--- src/rtl/prbs_checker_multi.sv ---
// prbs_checker_multi: multi-lane, self-synchronising PRBS checker.
// Consumes one n_channels-bit word per clock (bit 0 earliest). The PRBS tap
// mask is programmable at run time. The checker fills its history, searches
// for lock and then counts bit errors and checked bits in saturating
// counters. It detects loss of lock, counts each loss event and re-acquires
// lock automatically.
// Ports:
//   clk, rst         clock, synchronous active-high reset
//   prbs_eqn         tap mask, bit k => b[n-k] feeds the prediction (bit 0 unused)
//   checker_mode     0=RESET 1=ALIGN 2=RUN 3=FREEZE (registered internally)
//   rx_bits/rx_valid received word and its qualifier
//   lock_thresh      consecutive clean words needed for lock (0 acts as 1)
//   unlock_thresh    consecutive bad words needed to drop lock (0 acts as 1)
//   err_flags        per-bit error flags of the last processed word
//   err_bits         accumulated bit errors (saturating)
//   total_bits       accumulated checked bits (saturating)
//   locked           checker is aligned
//   loss_cnt         lock->unlock events (saturating)
module prbs_checker_multi #(
  parameter int n_prbs     = 32,
  parameter int n_channels = 16,
  parameter int n_cnt      = 64,
  parameter int n_thresh   = 8,
  parameter int n_loss     = 16
) (
  input  logic                  clk,
  input  logic                  rst,
  input  logic [n_prbs-1:0]     prbs_eqn,
  input  logic [1:0]            checker_mode,
  input  logic [n_channels-1:0] rx_bits,
  input  logic                  rx_valid,
  input  logic [n_thresh-1:0]   lock_thresh,
  input  logic [n_thresh-1:0]   unlock_thresh,
  output logic [n_channels-1:0] err_flags,
  output logic [n_cnt-1:0]      err_bits,
  output logic [n_cnt-1:0]      total_bits,
  output logic                  locked,
  output logic [n_loss-1:0]     loss_cnt
);
  localparam int NH         = n_prbs - 1;
  localparam int NC         = n_channels;
  localparam int FILL_RAW   = (NH + NC - 1) / NC;
  localparam int FILL_WORDS = (FILL_RAW < 1) ? 1 : FILL_RAW;
  localparam int NF         = $clog2(FILL_WORDS + 1);
  localparam int PCW        = $clog2(NC + 1);

  localparam logic [1:0] MODE_RESET  = 2'd0;
  localparam logic [1:0] MODE_RUN    = 2'd2;
  localparam logic [1:0] MODE_FREEZE = 2'd3;

  typedef enum logic [2:0] {S_IDLE, S_FILL, S_SEARCH, S_LOCKED, S_FROZEN} state_e;

  state_e              state_q, state_d;
  logic [1:0]          mode_q;
  logic [NH-1:0]       hist_q, hist_d;
  logic [NF-1:0]       fill_q, fill_d;
  logic [n_thresh-1:0] run_q, run_d, run_inc, lock_eff, unlock_eff;
  logic [NC-1:0]       err_flags_q, err_flags_d, pred, errs;
  logic [n_cnt-1:0]    err_bits_q, err_bits_d, total_bits_q, total_bits_d;
  logic                locked_q, locked_d;
  logic [n_loss-1:0]   loss_cnt_q, loss_cnt_d;
  logic [NH+NC-1:0]    ext;
  logic [PCW-1:0]      err_pc;
  logic [n_cnt:0]      err_sum, tot_sum;
  logic                bad;
  logic                eqn0_unused;

  assign eqn0_unused = prbs_eqn[0];

  function automatic logic [PCW-1:0] popcnt(input logic [NC-1:0] v);
    popcnt = '0;
    for (int i = 0; i < NC; i++) popcnt = popcnt + PCW'(v[i]);
  endfunction

  // Time-ordered bit stream: history (oldest at bit 0) followed by the new
  // word. b[n-k] for word bit i is ext[NH+i-k], so earlier bits of the same
  // word feed later predictions directly (self-synchronising).
  assign ext = {rx_bits, hist_q};

  always_comb begin
    pred = '0;
    for (int i = 0; i < NC; i++)
      for (int k = 1; k < n_prbs; k++)
        pred[i] = pred[i] ^ (prbs_eqn[k] & ext[NH+i-k]);
  end

  assign errs       = rx_bits ^ pred;
  assign err_pc     = popcnt(errs);
  assign bad        = err_pc > PCW'(NC / 4);
  assign run_inc    = run_q + n_thresh'(1);
  assign lock_eff   = (lock_thresh == '0) ? n_thresh'(1) : lock_thresh;
  assign unlock_eff = (unlock_thresh == '0) ? n_thresh'(1) : unlock_thresh;
  assign err_sum    = {1'b0, err_bits_q} + (n_cnt+1)'(err_pc);
  assign tot_sum    = {1'b0, total_bits_q} + (n_cnt+1)'(NC);

  always_comb begin
    state_d      = state_q;
    hist_d       = hist_q;
    fill_d       = fill_q;
    run_d        = run_q;
    err_flags_d  = err_flags_q;
    err_bits_d   = err_bits_q;
    total_bits_d = total_bits_q;
    locked_d     = locked_q;
    loss_cnt_d   = loss_cnt_q;
    if (mode_q == MODE_RESET) begin
      state_d      = S_IDLE;
      hist_d       = '0;
      fill_d       = '0;
      run_d        = '0;
      err_flags_d  = '0;
      err_bits_d   = '0;
      total_bits_d = '0;
      locked_d     = 1'b0;
      loss_cnt_d   = '0;
    end else if (mode_q == MODE_FREEZE && state_q != S_IDLE) begin
      // Checked before the LOCKED branch so a freeze on the same edge as an
      // unlock threshold wins and loss_cnt is left alone.
      state_d = S_FROZEN;
    end else begin
      unique case (state_q)
        S_IDLE: begin
          state_d = S_FILL;
          fill_d  = '0;
          run_d   = '0;
        end
        S_FROZEN: begin
          // History may be stale after a freeze: refill it from scratch.
          state_d  = S_FILL;
          fill_d   = '0;
          run_d    = '0;
          locked_d = 1'b0;
        end
        S_FILL: if (rx_valid) begin
          hist_d      = ext[NH+NC-1 -: NH];
          err_flags_d = '0;
          if (fill_q == NF'(FILL_WORDS - 1)) begin
            state_d = S_SEARCH;
            fill_d  = '0;
            run_d   = '0;
          end else begin
            fill_d = fill_q + NF'(1);
          end
        end
        S_SEARCH: if (rx_valid) begin
          hist_d      = ext[NH+NC-1 -: NH];
          err_flags_d = errs;
          if (errs != '0) begin
            run_d = '0;
          end else if (run_inc >= lock_eff) begin
            state_d  = S_LOCKED;
            locked_d = 1'b1;
            run_d    = '0;
          end else begin
            run_d = run_inc;
          end
        end
        S_LOCKED: if (rx_valid) begin
          hist_d      = ext[NH+NC-1 -: NH];
          err_flags_d = errs;
          if (mode_q == MODE_RUN) begin
            err_bits_d   = err_sum[n_cnt] ? '1 : err_sum[n_cnt-1:0];
            total_bits_d = tot_sum[n_cnt] ? '1 : tot_sum[n_cnt-1:0];
          end
          if (!bad) begin
            run_d = '0;
          end else if (run_inc >= unlock_eff) begin
            state_d  = S_SEARCH;
            locked_d = 1'b0;
            run_d    = '0;
            if (loss_cnt_q != '1) loss_cnt_d = loss_cnt_q + n_loss'(1);
          end else begin
            run_d = run_inc;
          end
        end
        default: state_d = S_IDLE;
      endcase
    end
  end

  always_ff @(posedge clk) begin
    if (rst) begin
      state_q      <= S_IDLE;
      mode_q       <= '0;
      hist_q       <= '0;
      fill_q       <= '0;
      run_q        <= '0;
      err_flags_q  <= '0;
      err_bits_q   <= '0;
      total_bits_q <= '0;
      locked_q     <= 1'b0;
      loss_cnt_q   <= '0;
    end else begin
      state_q      <= state_d;
      mode_q       <= checker_mode;
      hist_q       <= hist_d;
      fill_q       <= fill_d;
      run_q        <= run_d;
      err_flags_q  <= err_flags_d;
      err_bits_q   <= err_bits_d;
      total_bits_q <= total_bits_d;
      locked_q     <= locked_d;
      loss_cnt_q   <= loss_cnt_d;
    end
  end

  assign err_flags  = err_flags_q;
  assign err_bits   = err_bits_q;
  assign total_bits = total_bits_q;
  assign locked     = locked_q;
  assign loss_cnt   = loss_cnt_q;
endmodule

--- config.mk ---
export PLATFORM = sky130hd
export DESIGN_NAME = prbs_checker_multi
export DESIGN_NICKNAME = d
export VERILOG_FILES = /design/src/rtl/prbs_checker_multi.sv
export SDC_FILE = /design/constraint.sdc
export NUM_CORES = 1
export LEC_CHECK = 0
export CAP_MARGIN = 25
export CORE_AREA = 2 2 155 195
export CTS_BUF_LIST = sky130_fd_sc_hd__clkbuf_4 sky130_fd_sc_hd__clkbuf_8
export CTS_CLUSTER_SIZE = 14
export DETAILED_ROUTE_END_ITERATION = 10
export DIE_AREA = 0 0 157 197
export PLACE_DENSITY_LB_ADDON = 0.25
export SYNTH_ARGS = -nofsm -noshare
export SYNTH_HDL_FRONTEND = slang
export SYNTH_SLANG_ARGS = --single-unit
--- constraint.sdc ---
create_clock -name clk -period 10.35 [get_ports clk]
set_input_delay 2.07 -clock clk [delete_from_list [all_inputs] [get_ports clk]]
set_output_delay 2.07 -clock clk [all_outputs]
set_load 0.02 [all_outputs]
== Word level (Yosys, flattened, before mapping) ==
Cells that the tools add are included.

* Bits in registers: 207
* Bits of input ports: 69
* Word-level logic and storage cells: 1098
* Output and inout bits: 161

* $lt $le $gt $ge: 3
* Multiplexer cells: 36
* Equality and inequality tests: 25
* $add $sub $neg: 20
* Reductions and logical operators: 25
* Bitwise gates (word level): 978

{| class="wikitable"
|+ Operators by type and width
! kind !! count
|-
| $and 1x1->1 || 496
|-
| $xor 1x1->1 || 480
|-
| $mux 64 || 2
|-
| $mux 8 || 10
|-
| $add 64x5->65 || 1
|-
| $add 64x5->65 const B || 1
|-
| $add 5x1->5 || 11
|-
| $mux 16 || 2
|-
| $pmux 16 s2 || 1
|-
| $pmux 8 s4 || 1
|-
| $mux 3 || 9
|-
| $ne 3x3->1 const B || 8
|-
| $reduce_and 8->1 || 3
|-
| $add 16x1->16 const B || 1
|-
| $ge 8x8->1 || 2
|-
| $logic_not 8->1 || 2
|-
| $ne 16x16->1 const B || 1
|-
| $ne 2x2->1 const B || 8
|-
| $reduce_bool 16->1 || 1
|-
| $xor 16x16->16 || 1
|-
| $pmux 3 s4 || 1
|-
| $reduce_and 6->1 || 2
|-
| $add 8x1->8 const B || 1
|-
| $reduce_and 4->1 || 2
|-
| 26 further kinds || 40
|}

== Depth between registers and ports, before layout ==
Gate-level depths: netlist of the first run.

* Word-level depth: 52
* Depth in mapped cells: 31
* Mapped depth without buffers: 28

== Worst setup path before layout of the first run ==
Ideal clock, no wire load.

* Kind: input to register
* Start point: input port prbs_eqn[28]
* End point: register err_bits_q[49], in the netlist err_bits[49]
* Slack: 1945 ps
* Buffers on the path: 4
* Setup time: 70 ps
* Stages: 30
* Arrival time: 8334 ps
* Required time: 10280 ps
* Cells stage by stage: buf_2 -> buf_6 -> nand2_1 -> xnor2_1 -> xnor2_2 -> xnor2_1 -> xnor2_1 -> xnor2_1 -> inv_1 -> fa_1 -> inv_1 -> fa_1 -> fa_1 -> inv_1 -> fa_1 -> inv_1 -> ha_1 -> fa_1 -> xor2_1 -> ha_1 -> a21o_1 -> a21oi_1 -> nor2b_1 -> o21a_1 -> nand2_1 -> or3_1 -> or2_2 -> clkbuf_1 -> clkbuf_1 -> a21oi_1

* Longest elaborated chain between the ends: 23
* Elaborated cells between the ends (all ways): 98
* Classes of those cells: add/sub (16); mux (1); bitwise (81)

{| class="wikitable"
|+ RTL lines
! what !! RTL line !! text
|-
| start, declared || 28 || <nowiki>input logic [n_prbs-1:0] prbs_eqn,</nowiki>
|-
| $and 1x1->1 || 84 || <nowiki>pred[i] = pred[i] ^ (prbs_eqn[k] & ext[NH+i-k]);</nowiki>
|-
| $xor 1x1->1 (4 in series) || 84 ||
|-
| $xor 16x16->16 * || 87 || <nowiki>assign errs = rx_bits ^ pred;</nowiki>
|-
| $add 1x1->2 || 72 || <nowiki>for (int i = 0; i < NC; i++) popcnt = popcnt + PCW'(v[i]);</nowiki>
|-
| $add 2x1->3 || 72 ||
|-
| $add 3x1->4 || 72 ||
|-
| $add 4x1->5 || 72 ||
|-
| $add 5x1->5 (10 in series) || 72 ||
|-
| $add 5x1->5 * || 72 ||
|-
| $add 64x5->65 * || 93 || <nowiki>assign err_sum = {1'b0, err_bits_q} + (n_cnt+1)'(err_pc);</nowiki>
|-
| $mux 64 * || 162 || <nowiki>err_bits_d = err_sum[n_cnt] ? '1 : err_sum[n_cnt-1:0];</nowiki>
|-
| end signal, assigned || 200 || <nowiki>err_bits_q <= err_bits_d;</nowiki>
|-
| end, declared || 59 || <nowiki>logic [n_cnt-1:0] err_bits_q, err_bits_d, total_bits_q, total_bits_d;</nowiki>
|}

Every way passes the cells marked *; elsewhere a longest branch is shown, timed or not.
A chain may end at the register's enable or synchronous reset.

== Worst setup path after layout of the first run ==
* Start point: input port prbs_eqn[28]
* End point: register err_bits_q[34], in the netlist err_bits[34]

The elaborated chain is that of the path after synthesis.

==> qor.yml, run 1 <==
ant_nets: 0
drtIter0Drc: 1793
cp_slowest_stage_delay_ns: 1.04
clkSlewWorstSetupHoldPaths_ns: 0.06
die_w_um: 157
area_delta_synth_final_pct: 17.67
start_kind: "input port"
path_max_fanout: 48
final_common_cell: "nand2_1"
antenna_found_initial: 0
skew_ns: 0.02702
via_count: 16030
async_reset_ff_share_pct: 0
grt_use_met2_pct: 54.86
syn_nets: 2327
layout-drive-gt1-share_pct: 6.208
wl_per_cell_um: 18.54
ys_warn_count: 0
start_util_pct: 57.58
drc: 0
slew_viol_final: 0
slowest_stage: "clkdlybuf4s50_1"
grt_max_degree: 96
synth_edf_count: 0
max_clock_freq_mhz: 106.1
rows: 70
instances_no_fill: 2796
gr-total-overflow: 0
met3_usage_pct: 6.728
crit_arrival_ns: 9.78
synth_top_area_share_pct: 24.46
fin_total_pwr_mw: 3.377
die-height_um: 197
cts_root_buf: "clkbuf_8"
cts_tree: "done"
ys_types: 57
cts_buffer_depth: 3
coreArea_mm2: 0.02899
synthCells: 2217
final_nets: 2484
cap_viol_max_count: 0
place_hpwl_mm: 35.09
slew_headroom_pct: 26.35
fin_crit_sh_pct: 91.06
worst_setup_path_end_kind: "register"
synthTopCellsByArea: "dfxtp_1 24%, xnor2_1 21%, nand2_1 14%"
final_cell_mix: "627 x nand2_1, 399 x xnor2_1, 228 x clkdlybuf4s50_1"
grt_util_all_layers_pct: 32.76
path_delay_family: "adder cells"
ys_seq_elements: 204
cts_sinks: 204
hold_path.class: "reg2reg"
p_leak_nw: 6.440
wirelength_mm: 51.84
critical_path_required_ns: 10.71
path_class: "in2reg"
cts_buffers: 34
avgSynthCellArea_um2: 7.530
placedCellCount: 2730
cts_setup_buffers: 0
h-tree-depth: 2
hold_violations: 0
ys_seq_area_share_pct: 24.46
die_area_mm2: 0.03093
ios: 230
tightest_slew_ns: 1.103
synthFlopType: "dfxtp_1"
cts_resized: 0
cts_hold_buf: 0
nFillCells: 2450
max-vdd-ir-drop_uv: 613.8
setup_violations: 0
globalplace.congestion: 0.9711
setup_tns_ns: 0
fin_util_pct: 67.76
synth_top_cell_by_area: "dfxtp_1"
clk_latency_ns: 0.54
grt_pass1_vias: 15420
path_common_cell: "fa_1"
via_per_inst: 5.731
path_buf_inv: 5
use_met1_pct: 37.92
outcome: "finished, final reports clean"
diodes: 0
gr-max-usage-layer: "met2"
rrSetupSlack_ns: 2.51
netlist_area_mm2: 0.01669
numPortBuffers: 228
grt_pass1_wl_mm: 80.72
drt-pass1-iter-count: 5
rsz0062_at_grt: "false"
period_needed_ns: 9.425
p_per_area_mw_per_mm2: 171.9
==> synthesized netlist by cell type, drive strengths merged, types with 30 or more instances <==
master    n
and3     39
buf     124
xor2    211
inv      39
nor2     85
nand2   628
ha       30
nand3    51
dfxtp   204
clkbuf   46
xnor2   401
a21oi   158
==> final cells by class <==
| cell class | count | area (um^2) | area share [%] |
|---|---|---|---|
| clock inverter | 10 | 107.6 | 0.5478 |
| sequential | 204 | 4084 | 20.79 |
| multi-input combinational | 1804 | 11340 | 57.75 |
| clock buffer | 52 | 659.4 | 3.357 |
| timing repair buffer | 291 | 2808 | 14.29 |
| inverter | 39 | 146.4 | 0.7452 |
| tap | 396 | 495.5 | 2.522 |
==> worst paths after layout <==
check / from / endpoint / cells after the start
hold reg to reg: fill_q[1] / fill_q[1] / 1
setup reg to reg: hist_q[28] / err_bits[34] / 25
setup / recovery: prbs_eqn[28] / err_bits[34] / 26
hold / removal: fill_q[1] / fill_q[1] / 1
==> registers in the layout, summed over array words and instances, names as in the netlist <==
signal,cells
state_q,3
run_q,8
mode_q,2
hist_q,31
locked,1
loss_cnt,16
err_flags,16
total_bits,61
fill_q,2
err_bits,64
==> metal layers <==
metal  up-vias  wire (um)
met5         -          0
met3       319       5549
met1      7343      18730
met2       971      23800
met4         0       3762
li1       7392          -
==> power by group <==
group / total, mW / switching (mW) / internal, mW
sequential: 0.796 / 0.00869 / 0.787
combinational: 1.77 / 1.02 / 0.752
clock: 0.808 / 0.348 / 0.461
==> cell families (layout without fill, tap and decap cells) <==
family,count (synthesis),count (layout),share of synthesized area [%]
simple gates,900,900,23.03
xor+xnor,612,612,32.20
compound gates,244,244,8.649
buf+inv,209,392,7.660
flops,204,204,24.46
fa+ha+maj,41,41,3.568
mux,7,7,0.4272
==> stage by stage <==
stage	hold WS (ns)	setup slack [ns]	area, um^2
after global placement	0.4306	0.6682	18790
after global routing	0.4636	0.5658	19640
after floorplan	0.4243	1.945	16690
final	0.4422	0.9252	19640
after CTS	0.4438	1.064	19560
after detailed placement	0.4356	0.5253	18790
(Power assumes the default switching activity.)
==> run 2, diff against run 1 <==
- ABC_AREA: not set -> 1
- CORE_AREA: 2 2 155 195 -> 2 2 168 211
- DIE_AREA: 0 0 157 197 -> 0 0 170 213
==> run 2 against run 1 <==
Global-route usage rose by 4.4 points. Combinational power fell by 28%. Die area rose by 17%. Core utilization rose by 1.7 points. Clock skew rose by 0.026 ns. Worst hold slack barely moved. Synthesized cell count rose by 55%. Clock-buffer cell count rose by 6. Non-clock buffer count rose by 11. Sequential power barely moved. Setup slack got worse by 0.23 ns.
==> qor.yml, run 2 <==
outcome: "finished, final reports clean"
synth_commonest_cells: "1291 x nand2_1, 405 x inv_1, 218 x xnor2_1"
ys_seq_elements: 204
diodes: 0
hold_path.class: "reg2reg"
cts_buffer_depth: 3
cts_hold_buf: 0
coreArea_mm2: 0.03423
gr-total-overflow: 0
die_w_um: 170
fin_hold_ws_ns: 0.4420
slew_viol_final: 0
hold_start: "fill_q[1]"
rows: 76
die-height_um: 213
largest_reg_flops: 64
start_kind: "input port"
instances_no_fill: 4056
die_area_mm2: 0.03621
critical_path_required_ns: 10.83
crit_arrival_ns: 10.14
final_cell_mix: "1290 x nand2_1, 405 x inv_1, 228 x clkdlybuf4s50_1"
start_util_pct: 59.50
slew_headroom_pct: 27.79
cp_slowest_stage_delay_ns: 0.56
final_nets: 3712
clkSlewWorstSetupHoldPaths_ns: 0.05
syn_nets: 3541
antenna_found_initial: 0
synth_top_area_share_pct: 23.79
final_common_cell: "nand2_1"
grt_max_degree: 96
skew_ns: 0.05285
cap_viol_max_count: 0
synth.most_common_cell: "nand2_1"
fin_crit_sh_pct: 93.30
ys_types: 53
wirelength_mm: 69.31
numPortBuffers: 228
rrSetupSlack_ns: 1.88
grt_util_all_layers_pct: 37.20
async_reset_ff_share_pct: 0
grt_pass1_wl_mm: 107.5
cts_buffers: 38
area_delta_synth_final_pct: 16.78
wl_per_cell_um: 17.09
slowest_stage: "fa_1"
placedCellCount: 3991
ant_nets: 0
netlist_area_mm2: 0.02037
fin_total_pwr_mw: 2.966
cts_tree: "done"
synthTopCellsByArea: "nand2_1 24%, dfxtp_1 20%, xnor2_1 9.4%"
path_class: "in2reg"
cts_root_buf: "clkbuf_8"
timing.rr.start: "hist_q[28]"
via_count: 23280
setup_tns_ns: 0
cts_setup_buffers: 0
synthFlopType: "dfxtp_1"
avgSynthCellArea_um2: 5.937
h-tree-depth: 2
ys_seq_area_share_pct: 20.05
tightest_slew_ns: 1.083
synth_top_cell_by_area: "nand2_1"
hold_violations: 0
cts_resized: 0
rsz0062_at_grt: "false"
layout-drive-gt1-share_pct: 5.542
setup_violations: 0
drc: 0
cp-startpoint: "prbs_eqn[24]"
place_hpwl_mm: 50.31
worst_setup_path_end_kind: "register"
period_needed_ns: 9.656
via_per_inst: 5.740
path_max_fanout: 4
drtIter0Drc: 2234
max-vdd-ir-drop_uv: 266.8
ios: 230
clk_latency_ns: 0.59
p_leak_nw: 9.734
ys_warn_count: 0
globalplace.congestion: 0.9840
p_per_area_mw_per_mm2: 124.7
max_clock_freq_mhz: 103.6
synthCells: 3431
drt-pass1-iter-count: 6
grt_pass1_vias: 21970
cts_sinks: 204
synth_edf_count: 0
## run 2: changes by cell type after synthesis, sizes merged, moves of 37 or more
| cell | previous run | this run |
|---|---|---|
| nand3 | 51 | 206 |
| nand3b | 1 | 39 |
| and3 | 39 | 1 |
| xnor2 | 401 | 218 |
| nand2 | 628 | 1301 |
| nor3 | 18 | 78 |
| a31oi | 13 | 50 |
| nand4 | 18 | 55 |
| nor2 | 85 | 185 |
| inv | 39 | 409 |
## run 2: worst paths after layout
kind / endpoint / cells past startpoint
hold reg to reg: fill_q[1] / 2
hold / removal: fill_q[1] / 2
setup reg to reg: err_bits[45] / 34
setup / recovery: err_bits[45] / 35
## run 2: per-layer routing
metal	track usage (%)	vias to the layer above	share of wire [%]
met2	63.43	1276	46
met5	0	-	0
met1	41.35	10550	36
met3	8.452	406	11
li1	-	11050	-
met4	25.17	0	7.7
## run 2: worst max-delay path, delay by kind of cell
family | cells | cell delay, ns
AOI/OAI and AO/OA | 2 | 0.33
xor gates and xnor gates | 8 | 1.93
adders and majority gates | 7 | 3.14
buffers and inverters | 6 | 0.91
and+or+nand+nor | 12 | 1.77
## run 2: through the flow
stage               utilization [%]  cell area [um^2]  setup slack, ns
detailed placement            67.01             22940           0.3204
CTS                           69.48             23790           0.8448
global route                  69.48             23790           0.3690
floorplan                         -             20370            1.719
global placement              67.01             22940           0.5349
finish                        69.48             23790           0.6938
## run 2: power breakdown
group | switching (mW) | internal, mW
Combinational | 0.816 | 0.465
Sequential | 0.00786 | 0.789
Clock | 0.364 | 0.524
## run 2: cells by family after synthesis
family	Yosys count	share of synthesized area, %
compound gates	282	7.586
buf+inv	581	11.65
xor+xnor	407	17.50
flops	204	20.05
simple gates	1916	40.29
fa+ha+maj	41	2.924
## run 2: cell type report
type / count / area [um^2]
well taps: 429 / 536.8
clock buffers: 58 / 729.5
clock inverters: 7 / 118.9
repair buffers: 302 / 2850
inverters: 410 / 1541
fillers: 2978 / 10450
multi-input cells: 2646 / 13930
flip-flops and latches: 204 / 4084
